$ cat config.mk
export PLATFORM = sky130hd
export DESIGN_NAME = i2c_scl_gen
export DESIGN_NICKNAME = d
export VERILOG_FILES = /design/src/rtl/i2c_scl_gen_pkg.sv /design/src/rtl/counter_param.sv /design/src/rtl/i2c_scl_gen.sv
export SDC_FILE = /design/constraint.sdc
export NUM_CORES = 1
export LEC_CHECK = 0
export BUFFER_PORTS_ARGS = -buffer_cell sky130_fd_sc_hd__buf_2
export CORE_MARGIN = 5
export CORE_UTILIZATION = 40
export CTS_CLUSTER_SIZE = 20
export DETAILED_ROUTE_END_ITERATION = 6
export HOLD_SLACK_MARGIN = 0.12
export PLACE_DENSITY_LB_ADDON = 0.12
export SLEW_MARGIN = 20
export SYNTH_ARGS = -nofsm -noshare
export SYNTH_HDL_FRONTEND = slang
export SYNTH_HIERARCHICAL = 1
export SYNTH_SLANG_ARGS = --single-unit
$ cat constraint.sdc
create_clock -name clk -period 3.8 [get_ports clk]
set_clock_uncertainty 0.05 [all_clocks]
set_input_delay 0.19 -clock clk [delete_from_list [all_inputs] [get_ports clk]]
set_output_delay 0.19 -clock clk [all_outputs]
set_load 0.03 [all_outputs]
$ cat src/rtl/i2c_scl_gen_pkg.sv
`timescale 1ns/1ps
// rtl/i2c_scl_gen_pkg.sv - shared I2C SCL phase encodings
// Bit and byte controllers decode these states to follow SCL phase.
package i2c_scl_gen_pkg;

  typedef enum logic [2:0] {
    SCL_IDLE  = 3'd0,
    SCL_LOW1  = 3'd1,
    SCL_LOW2  = 3'd2,
    SCL_HIGH1 = 3'd3,
    SCL_HIGH2 = 3'd4
  } scl_state_e;

  function automatic logic scl_drives_low(input scl_state_e s);
    return (s == SCL_LOW1) || (s == SCL_LOW2);
  endfunction

endpackage

$ cat src/rtl/counter_param.sv
`timescale 1ns/1ps
// rtl/counter_param.sv - parameterized up-counter with synchronous clear
// Clear has priority over count_up.
module counter_param #(
  parameter int counter_width = 8
) (
  input  logic                     clk,
  input  logic                     rst_,
  input  logic                     clear,
  input  logic                     count_up,
  output logic [counter_width-1:0] count
);

  localparam logic [counter_width-1:0] cnt_one = counter_width'(1);

  always_ff @(posedge clk or negedge rst_) begin
    if (!rst_) begin
      count <= '0;
    end else if (clear) begin
      count <= '0;
    end else if (count_up) begin
      count <= count + cnt_one;
    end
  end

endmodule

$ cat src/rtl/i2c_scl_gen.sv
`timescale 1ns/1ps
// rtl/i2c_scl_gen.sv - I2C master SCL phase generator with clock stretching
// Four quarters per bit; strobes mark SDA change, sample and bit end.
module i2c_scl_gen
  import i2c_scl_gen_pkg::*;
#(
  parameter int div_width = 8
) (
  input  logic                 clk,
  input  logic                 rst_,
  input  logic                 enable,
  input  logic [div_width-1:0] quarter_div,
  input  logic                 scl_in,
  output logic                 scl_oe,
  output logic                 busy,
  output logic                 chg_stb,
  output logic                 smp_stb,
  output logic                 bit_done,
  output logic                 stretch
);

  scl_state_e           state, next_state;
  logic                 sync1, scl_sync;
  logic [div_width-1:0] q_reg;
  logic [div_width-1:0] count;
  logic                 cnt_en, qend;
  logic                 chg_nxt, smp_nxt, done_nxt;

  always_ff @(posedge clk or negedge rst_) begin
    if (!rst_) begin
      sync1    <= 1'b1;
      scl_sync <= 1'b1;
    end else begin
      sync1    <= scl_in;
      scl_sync <= sync1;
    end
  end

  // HIGH1 only counts once the released line is actually seen high.
  assign cnt_en = (state == SCL_LOW1) || (state == SCL_LOW2) || (state == SCL_HIGH2) ||
                  ((state == SCL_HIGH1) && scl_sync);
  assign qend   = cnt_en && (count == q_reg);

  counter_param #(
    .counter_width(div_width)
  ) quarter_cnt (
    .clk     (clk),
    .rst_    (rst_),
    .clear   (qend || (state == SCL_IDLE)),
    .count_up(cnt_en),
    .count   (count)
  );

  always_comb begin
    next_state = state;
    chg_nxt    = 1'b0;
    smp_nxt    = 1'b0;
    done_nxt   = 1'b0;
    case (state)
      SCL_IDLE:  if (enable) next_state = SCL_LOW1;
      SCL_LOW1:  if (qend) begin
                   next_state = SCL_LOW2;
                   chg_nxt    = 1'b1;
                 end
      SCL_LOW2:  if (qend) next_state = SCL_HIGH1;
      SCL_HIGH1: if (qend) begin
                   next_state = SCL_HIGH2;
                   smp_nxt    = 1'b1;
                 end
      SCL_HIGH2: if (qend) begin
                   next_state = enable ? SCL_LOW1 : SCL_IDLE;
                   done_nxt   = 1'b1;
                 end
      default:   next_state = SCL_IDLE;
    endcase
  end

  // Outputs are registered from next-state so they align with the state they describe.
  always_ff @(posedge clk or negedge rst_) begin
    if (!rst_) begin
      state    <= SCL_IDLE;
      q_reg    <= '0;
      scl_oe   <= 1'b0;
      busy     <= 1'b0;
      chg_stb  <= 1'b0;
      smp_stb  <= 1'b0;
      bit_done <= 1'b0;
      stretch  <= 1'b0;
    end else begin
      state    <= next_state;
      if ((state == SCL_IDLE) && enable) q_reg <= quarter_div;
      scl_oe   <= scl_drives_low(next_state);
      busy     <= (next_state != SCL_IDLE);
      chg_stb  <= chg_nxt;
      smp_stb  <= smp_nxt;
      bit_done <= done_nxt;
      stretch  <= (next_state == SCL_HIGH1) && !sync1;
    end
  end

endmodule

==> results.cfg, run 1 <==
[finish]
diodes = 0
layout_commonest_cell = dfrtp_1
drive_gt1_frac = 0.246
most-common-layout-cells = 25 x dfrtp_1, 17 x buf_2, 11 x dlygate4sd3_1, 9 x xnor2_1, 9 x nor2_1
finalNetCount = 152
syn_to_final_growth_pct = 17.1
fin_area_mm2 = 0.00153

[global_route]
grt_pass1_vias = 886
grt.total_usage = 0.118
antenna_found_initial = 0
overflow = 0
grt_pass1_wl_um = 3970
grt_max_degree = 28

[clock_tree]
post_cts_resized = 0
path_clk_slew_ns = 0.14
cts.sinks = 27
clock_latency_ns = 0.33
clock_path_buffers = 2
cts_tree = yes
htree_levels = 1
numCtsBuffers = 3
clock-root-buffer = clkbuf_4

[sta]
maxSlewHeadroom = 0.608
worstMarginPinSlew_ns = 0.587
setup_violations = 0
rsz0062_at_grt = no
slew_violations = 0
period_needed_ns = 2.62
hold_viol_final = 0
fin_crit_sh = 0.688
setup_tns_ns = 0
fmax_mhz = 382
hold_slack_ns = 0.326

[critical_path]
worstSetupPathType = flip-flop to flip-flop
end_kind = flip-flop
critical_path.max_fanout = 11
cp_num_buf_inv = 0
reg2reg_depth = 7
cp.depth = 7
cp.arrival_ns = 2.83
r2r_end = quarter_cnt/count[7]
crit_chain = nor2b_1 > o21a_1 > a211oi_2 > a21o_1 > o2111ai_4 > or3_1 > a21oi_1
r2r_start = state[1]
max_stage_delay_ns = 0.52
start_kind = flip-flop
cp.required_ns = 4.01
r2r_slack_ns = 1.18
crit_family = compound AO/OA/AOI/OAI gates
cp_slowest_cell = dfrtp_1

[floorplanning]
coreArea_mm2 = 0.00308
io_pins = 18
start_util = 0.424
die_x_um = 67.1
rows = 20
chipHeight_um = 67.1
die_area_mm2 = 0.00450

[run]
max_cap_viol_count = 0

[synth]
synth.largest_area_cell = dfrtp_1
synth_area_leaders = dfrtp_1 48%, mux2_2 6.9%, xnor2_1 6.0%
netlist_instances = 113
synth.top_cell.area_share = 0.480
yosysWarnings = 6
synth_edf_count = 0
synth_flop_cell = dfrtp_1
avgSynthCellArea_um2 = 11.5
synth_area_mm2 = 0.00130
syn_nets = 126
async_flop_share = 1.00
synth_cell_types = 34
ys_seq_area_frac = 0.520
ys_ff_latch = 27

[drt]
drc = 0
dr.pass1.iters = 4
drt_iter0_markers = 17
antenna_left = 0
vias = 889
wl_per_cell_um = 12.2
wl_um = 2230
routed_via_density = 4.88

[power_and_ir_drop]
swShare = 0.382
combPwrFrac = 0.374
power_frac_seq = 0.502
clockPowerShare = 0.124
p_leak_nw = 0.640
power.switching_mw = 0.382
power_density_mw_per_mm2 = 655
p_int_mw = 0.618
ir_drop_v = 0.000264

[place]
dp_hpwl_um = 1570
io_buffers = 17
dpl_cell_area_mm2 = 0.00139
gp_congestion = 0.721

[min_path]
hp-class = input pin to async pin

[run_status]
status = completed
==> repair_timing <==
item,in CTS,in global routing
endpoints found under the hold margin,36,0
hold buffers,11,0
setup buffers,0,0
==> layout make-up <==
cell class / count / area (um^2)
Fill cell: 292 / 1550
Sequential cell: 27 / 678
Multi-Input combinational cell: 78 / 568
Timing Repair Buffer: 28 / 195
Tap cell: 44 / 55.1
Clock buffer: 4 / 26.3
Inverter: 1 / 3.75
==> Yosys cell counts, types with 2 or more instances <==
cell type and n:
xor2_1 3, o21ai_0 5, mux2i_1 2, buf_6 2
nor2b_1 3, nand3_1 5, nand2_1 4, or3_1 3
nor2_1 9, mux2_2 8, o21a_1 2, dfstp_2 2
dfrtp_1 25, a21oi_1 5, nor3_1 3, nand4_1 4
buf_4 3, xnor2_1 9
==> power by group through the flow <==
stage               Combinational [mW]  Sequential [mW]  Clock [mW]
detailed placement               0.369            0.512           0
floorplan                        0.327            0.493           0
CTS                              0.380            0.504       0.131
global placement                 0.365            0.509           0
finish                           0.374            0.502       0.124
global route                     0.424            0.520       0.145
==> routing by layer <==
metal / track usage / vias to the layer above / wire [um]
li1: - / 450 / -
met1: 0.154 / 417 / 1150
met2: 0.182 / 17 / 953
met3: 0.0219 / 5 / 72
met4: 0.0684 / 0 / 55
met5: 0 / - / 0
==> cells by family (layout without fill, tap and decap cells) <==
| kind of cell | after synthesis | count (layout) | synth area share |
|---|---|---|---|
| XOR/XNOR | 12 | 12 | 0.0806 |
| AO/OA/AOI/OAI | 18 | 18 | 0.106 |
| buffers and inverters | 8 | 33 | 0.0441 |
| multiplexers | 10 | 10 | 0.0845 |
| AND/OR/NAND/NOR | 37 | 37 | 0.155 |
| adder cells (fa/ha/maj) | 1 | 1 | 0.00960 |
| flip-flops | 27 | 27 | 0.520 |
==> metrics by stage <==
step / power (mW) / util / worst slack, ns / std cells
finish: 1.00 / 0.496 / 1.18 / 182
global route: 1.09 / 0.496 / 0.933 / 182
CTS: 1.01 / 0.496 / 1.18 / 182
detailed placement: 0.880 / 0.452 / 1.21 / 167
global placement: 0.874 / 0.452 / 1.28 / 167
floorplan: 0.820 / - / 1.73 / 113
==> worst max-delay path by stage <==
stage,from,endpoint,slack [ns]
global placement,state[1],quarter_cnt/count[7],1.28
global route,state[1],quarter_cnt/count[5],0.93
finish,state[1],quarter_cnt/count[7],1.18
CTS,state[1],quarter_cnt/count[7],1.18
detailed placement,state[1],quarter_cnt/count[7],1.21
floorplan,state[1],quarter_cnt/count[5],1.73
Power figures use the tool's default switching activity.
==> inputs of run 2 (changes only) <==
==> constraint.sdc (replaced) <==
create_clock -name clk -period 2.6 [get_ports clk]
set_clock_uncertainty 0.05 [all_clocks]
set_input_delay 0.13 -clock clk [delete_from_list [all_inputs] [get_ports clk]]
set_output_delay 0.13 -clock clk [all_outputs]
set_load 0.03 [all_outputs]
==> results.cfg, run 2 (same netlist as run 1, synthesis figures left out) <==
[run_status]
status = completed

[critical_path]
start_kind = flip-flop
crit_family = compound AO/OA/AOI/OAI gates
critical_path.max_fanout = 11
crit_chain = nor2b_1 > o21a_1 > a211oi_2 > a21o_1 > o2111ai_4 > or3_1 > a21oi_1
cp.required_ns = 2.80
end_kind = flip-flop
max_stage_delay_ns = 0.51
worstSetupPathType = flip-flop to flip-flop
cp_slowest_cell = dfrtp_1
cp.arrival_ns = 2.32
cp_num_buf_inv = 0

[power_and_ir_drop]
p_int_mw = 0.923
clockPowerShare = 0.120
power_frac_seq = 0.497
power.switching_mw = 0.551
p_leak_nw = 0.655
swShare = 0.374
combPwrFrac = 0.383
ir_drop_v = 0.000408
power_density_mw_per_mm2 = 951

[sta]
rsz0062_at_grt = no
hold_slack_ns = 0.280
fin_crit_sh = 0.816
fmax_mhz = 471
maxSlewHeadroom = 0.604
slew_violations = 0
setup_tns_ns = 0
setup_violations = 0
period_needed_ns = 2.12
hold_viol_final = 0
worstMarginPinSlew_ns = 0.594

[clock_tree]
path_clk_slew_ns = 0.14
clock-root-buffer = clkbuf_4
cts.sinks = 27
numCtsBuffers = 3
clock_latency_ns = 0.31
htree_levels = 1
clock_path_buffers = 2
cts_tree = yes

[drt]
vias = 898
drc = 0
dr.pass1.iters = 4
routed_via_density = 4.85
antenna_left = 0
drt_iter0_markers = 37
wl_um = 2260
wl_per_cell_um = 12.2

[min_path]
hp-class = input pin to async pin

[floorplanning]
chipHeight_um = 67.1
start_util = 0.424
coreArea_mm2 = 0.00308
die_x_um = 67.1
io_pins = 18
rows = 20
die_area_mm2 = 0.00450

[global_route]
grt_pass1_wl_um = 3820
antenna_found_initial = 0
grt_pass1_vias = 886
grt_max_degree = 28
overflow = 0
grt.total_usage = 0.112

[place]
dp_hpwl_um = 1610
io_buffers = 17
gp_congestion = 0.791
dpl_cell_area_mm2 = 0.00141

[finish]
multiInputGateArea_um2 = 568
drive_gt1_frac = 0.262
utilization = 0.503
fin_area_mm2 = 0.00155
syn_to_final_growth_pct = 18.8
most-common-layout-cells = 25 x dfrtp_1, 17 x buf_2, 11 x dlygate4sd3_1, 9 x xnor2_1, 9 x nor2_1
diodes = 0
regArea_um2 = 678
finalNetCount = 155
layout_commonest_cell = dfrtp_1
fill_cells = 282

[run]
max_cap_viol_count = 0
## run 2: cell types whose count changed in the layout (fill, tap and decap cells not counted)
cell,previous run,this run
buf_4,0,3
## run 2: power groups by stage
stage / clock network, mW / registers, mW / logic, mW
after floorplan: 0 / 0.720 / 0.478
after global placement: 0 / 0.742 / 0.550
after detailed placement: 0 / 0.747 / 0.559
after CTS: 0.188 / 0.736 / 0.574
after global routing: 0.203 / 0.760 / 0.637
final: 0.177 / 0.732 / 0.565
## run 2: cell type report
class	count	area share
timing repair buffer	31	0.141
inverter	1	0.00242
tap	44	0.0355
clock buffer	4	0.0170
sequential	27	0.438
multi-input combinational	78	0.367
## run 2: through the flow
stage          setup WS (ns)  instances  power (mW)
2_1_floorplan          0.534        113        1.20
3_3_place_gp           0.578        170        1.29
3_5_place_dp           0.498        170        1.31
4_1_cts                0.466        185        1.50
5_1_grt                0.348        185        1.60
6_report               0.479        185        1.47
## run 2: repair_timing
item | CTS | global route
hold endpoints to repair | 37 | 0
buffers inserted | 0 | 0
endpoints found under the setup margin | 0 | 0
hold buffers | 11 | 0
gates resized for setup | 0 | 0
## run 2: path summary, 6_finish.rpt
| path | start | endpoint | slack (ns) | cells after the start |
|---|---|---|---|---|
| min | rst_ | q_reg[7] | 0.28 | 2 |
| min reg2reg | sync1 | scl_sync | 0.32 | 0 |
| max | state[1] | quarter_cnt/count[5] | 0.48 | 7 |
| max in group asynchronous | rst_ | q_reg[2] | 1.84 | 2 |
| min in group clk | sync1 | scl_sync | 0.32 | 0 |
| max reg2reg | state[1] | quarter_cnt/count[5] | 0.48 | 7 |
## run 2: routing by layer
metal	routed length [um]	track usage	vias up
met3	102	0.0202	2
met1	1100	0.143	427
met2	1040	0.185	16
met5	0	0	-
li1	-	-	453
met4	15	0.0456	0
==> inputs of run 3 (changes only) <==
--- a/config.mk
+++ b/config.mk
@@ -5,6 +5,7 @@
 export SDC_FILE = /design/constraint.sdc
 export NUM_CORES = 1
 export LEC_CHECK = 0
+export ABC_AREA = 1
 export BUFFER_PORTS_ARGS = -buffer_cell sky130_fd_sc_hd__buf_2
 export CORE_MARGIN = 5
 export CORE_UTILIZATION = 40
==> constraint.sdc (replaced) <==
create_clock -name clk -period 1.77 [get_ports clk]
set_clock_uncertainty 0.05 [all_clocks]
set_input_delay 0.0885 -clock clk [delete_from_list [all_inputs] [get_ports clk]]
set_output_delay 0.0885 -clock clk [all_outputs]
set_load 0.03 [all_outputs]
==> results.cfg, run 3 <==
[run_status]
status = completed

[clock_tree]
cts_tree = yes
htree_levels = 1
cts.sinks = 27
clock_latency_ns = 0.28
numCtsBuffers = 3
path_clk_slew_ns = 0.10
clock-root-buffer = clkbuf_8
clock_path_buffers = 2

[global_route]
grt_max_degree = 28
grt_pass1_vias = 1165
busiest_layer = met2
grt.total_usage = 0.130
antenna_found_initial = 0
use_met2 = 0.203
use_met3 = 0.0224
overflow = 0
grt_util_met1 = 0.178
grt_pass1_wl_um = 5230

[min_path]
hp-class = input pin to flip-flop

[power_and_ir_drop]
p_total_mw = 1.03
p_leak_nw = 0.999
ir_drop_v = 0.000285
power_density_mw_per_mm2 = 536

[sta]
maxSlewHeadroom = 0.600
fin_crit_sh = 0.912
hold_slack_ns = 0.217
slew_violations = 0
worstMarginPinSlew_ns = 0.600
rsz0062_at_grt = no
hold_viol_final = 0
setup_violations = 0
period_needed_ns = 1.61
fmax_mhz = 619
setup_tns_ns = 0

[run]
max_cap_viol_count = 0

[synth]
synth_area_leaders = dfrtp_1 41%, nand2_1 10%, inv_1 5.9%
synthTopCellsByCount = 41 x nand2_1, 25 x dfrtp_1, 24 x inv_1, 22 x nor2_1, 9 x a21oi_1
syn_nets = 201
yosys.area_share.simple = 0.340
synth-compound-area-share = 0.0548
synth_fa_ha_area_frac = 0.00818
yosysWarnings = 6
async_flop_share = 1.00
synth_area_mm2 = 0.00153
synth_flop_cell = dfrtp_1
synth.top_cell.area_share = 0.409
netlist_instances = 188
synth_cell_types = 28
ys_ff_latch = 27
synth_edf_count = 0
synth.largest_area_cell = dfrtp_1
ys_seq_area_frac = 0.443
avgSynthCellArea_um2 = 8.14
synth-xor-area-share = 0.0401
muxShareOfSynthArea = 0.0221
yosys.cell_count.top_type = nand2_1
synth_top_family_by_area = simple AND/OR/NAND/NOR gates

[drt]
routed_via_density = 4.47
wl_per_cell_um = 11.1
dr.pass1.iters = 4
vias = 1243
antenna_left = 0
drc = 0
wl_um = 3070
drt_iter0_markers = 46

[critical_path]
end_kind = flip-flop
reg2reg_depth = 11
cp_slowest_cell = dfrtp_1
cp.depth = 11
cp_num_buf_inv = 1
critical_path.max_fanout = 4
crit_chain = xnor2_1 > nand2_1 > nor2_2 > nand3_4 > o21ai_2 > inv_2 > nand2_2 > nand3_2 > nor2_1 > nor2_1 > nor2_1
r2r_start = q_reg[1]
max_stage_delay_ns = 0.43
cp.required_ns = 1.93
r2r_slack_ns = 0.16
setup.worst_path.end = quarter_cnt/count[6]
cpMostUsedCell = nor2_1
crit_start = q_reg[1]
start_kind = flip-flop
cp.arrival_ns = 1.77
r2r_end = quarter_cnt/count[6]
crit_family = simple AND/OR/NAND/NOR gates
worstSetupPathType = flip-flop to flip-flop

[finish]
drive_gt1_frac = 0.309
fill_cells = 365
finalNetCount = 244
most-common-layout-cells = 41 x nand2_1, 25 x dfrtp_1, 24 x inv_1, 22 x nor2_1, 17 x buf_2
syn_to_final_growth_pct = 25.3
fin_cells = 278
diodes = 0
layout_commonest_cell = nand2_1

[place]
dp_hpwl_um = 2380
place_inst = 263
io_buffers = 17
gp_congestion = 0.855

[floorplanning]
io_pins = 18
coreArea_mm2 = 0.00369
die_area_mm2 = 0.00516
rows = 22
die_x_um = 71.9
chipHeight_um = 71.9
start_util = 0.415
## run 3: cell types whose count changed after synthesis, sizes merged, moves of 5 or more
cell   before  now
nand3       5   15
mux2        8    3
nand2       4   47
xnor2       9    4
inv         1   28
nor2       10   32
## run 3: per-stage QoR
stage,cell area [um^2],util,worst slack [ns]
final,1920,0.520,0.155
after global routing,1920,0.520,0.0102
after CTS,1900,0.515,0.0655
after detailed placement,1750,0.474,0.0837
after global placement,1750,0.474,0.0883
after floorplan,1530,-,0.0732
## run 3: area by class of cell
class / count / area (um^2) / share of cell area
well taps: 48 / 60.1 / 0.0313
clock buffers: 3 / 41.3 / 0.0215
inverters: 29 / 109 / 0.0568
repair buffers: 42 / 298 / 0.155
multi-input cells: 128 / 723 / 0.377
clock inverters: 1 / 7.51 / 0.00392
flip-flops and latches: 27 / 678 / 0.354
## run 3: worst min-delay path by stage
stage | startpoint | end | slack [ns] | cells after the start
after floorplan | rst_ | bit_done | -0.26 | 0
after global placement | rst_ | quarter_cnt/count[4] | 0.08 | 1
after detailed placement | rst_ | quarter_cnt/count[5] | 0.08 | 1
after CTS | enable | q_reg[1] | 0.23 | 3
after global routing | enable | q_reg[1] | 0.24 | 3
final | enable | q_reg[1] | 0.22 | 3
## run 3: worst register-to-register path, cell delays in order (launching register included)
cell and delay [ns]:
dfrtp_1 0.43, xnor2_1 0.16, nand2_1 0.08, nor2_2 0.16, nand3_4 0.08, o21ai_2 0.09, inv_2 0.06, nand2_2 0.09
nand3_2 0.06, nor2_1 0.11, nor2_1 0.05, nor2_1 0.12
## run 3: per-layer routing
layer	vias to the layer above	share of wire
met5	-	0
met4	0	0.017
met3	4	0.036
met2	16	0.45
met1	555	0.50
li1	668	-
## run 3: logic make-up after synthesis
kind of cell | count (synthesis)
muxes | 3
xor gates and xnor gates | 7
DFF | 27
and+or+nand+nor | 101
adders and majority gates | 1
buffers and inverters | 33
AOI/OAI and AO/OA | 16
## run 3: power by group
| group | switching [mW] | leakage [nW] | internal, mW |
|---|---|---|---|
| Sequential | 0.00110 | 0.314 | 0.621 |
| Clock | 0.206 | 0.0217 | 0.160 |
| Combinational | 0.0173 | 0.663 | 0.0229 |
## run 3: what timing repair did
action | CTS | global route
hold buffers | 10 | 0
setup buffers | 0 | 1
resized for setup | 0 | 3
setup endpoints to repair | 0 | 7
hold endpoints to repair | 34 | 0
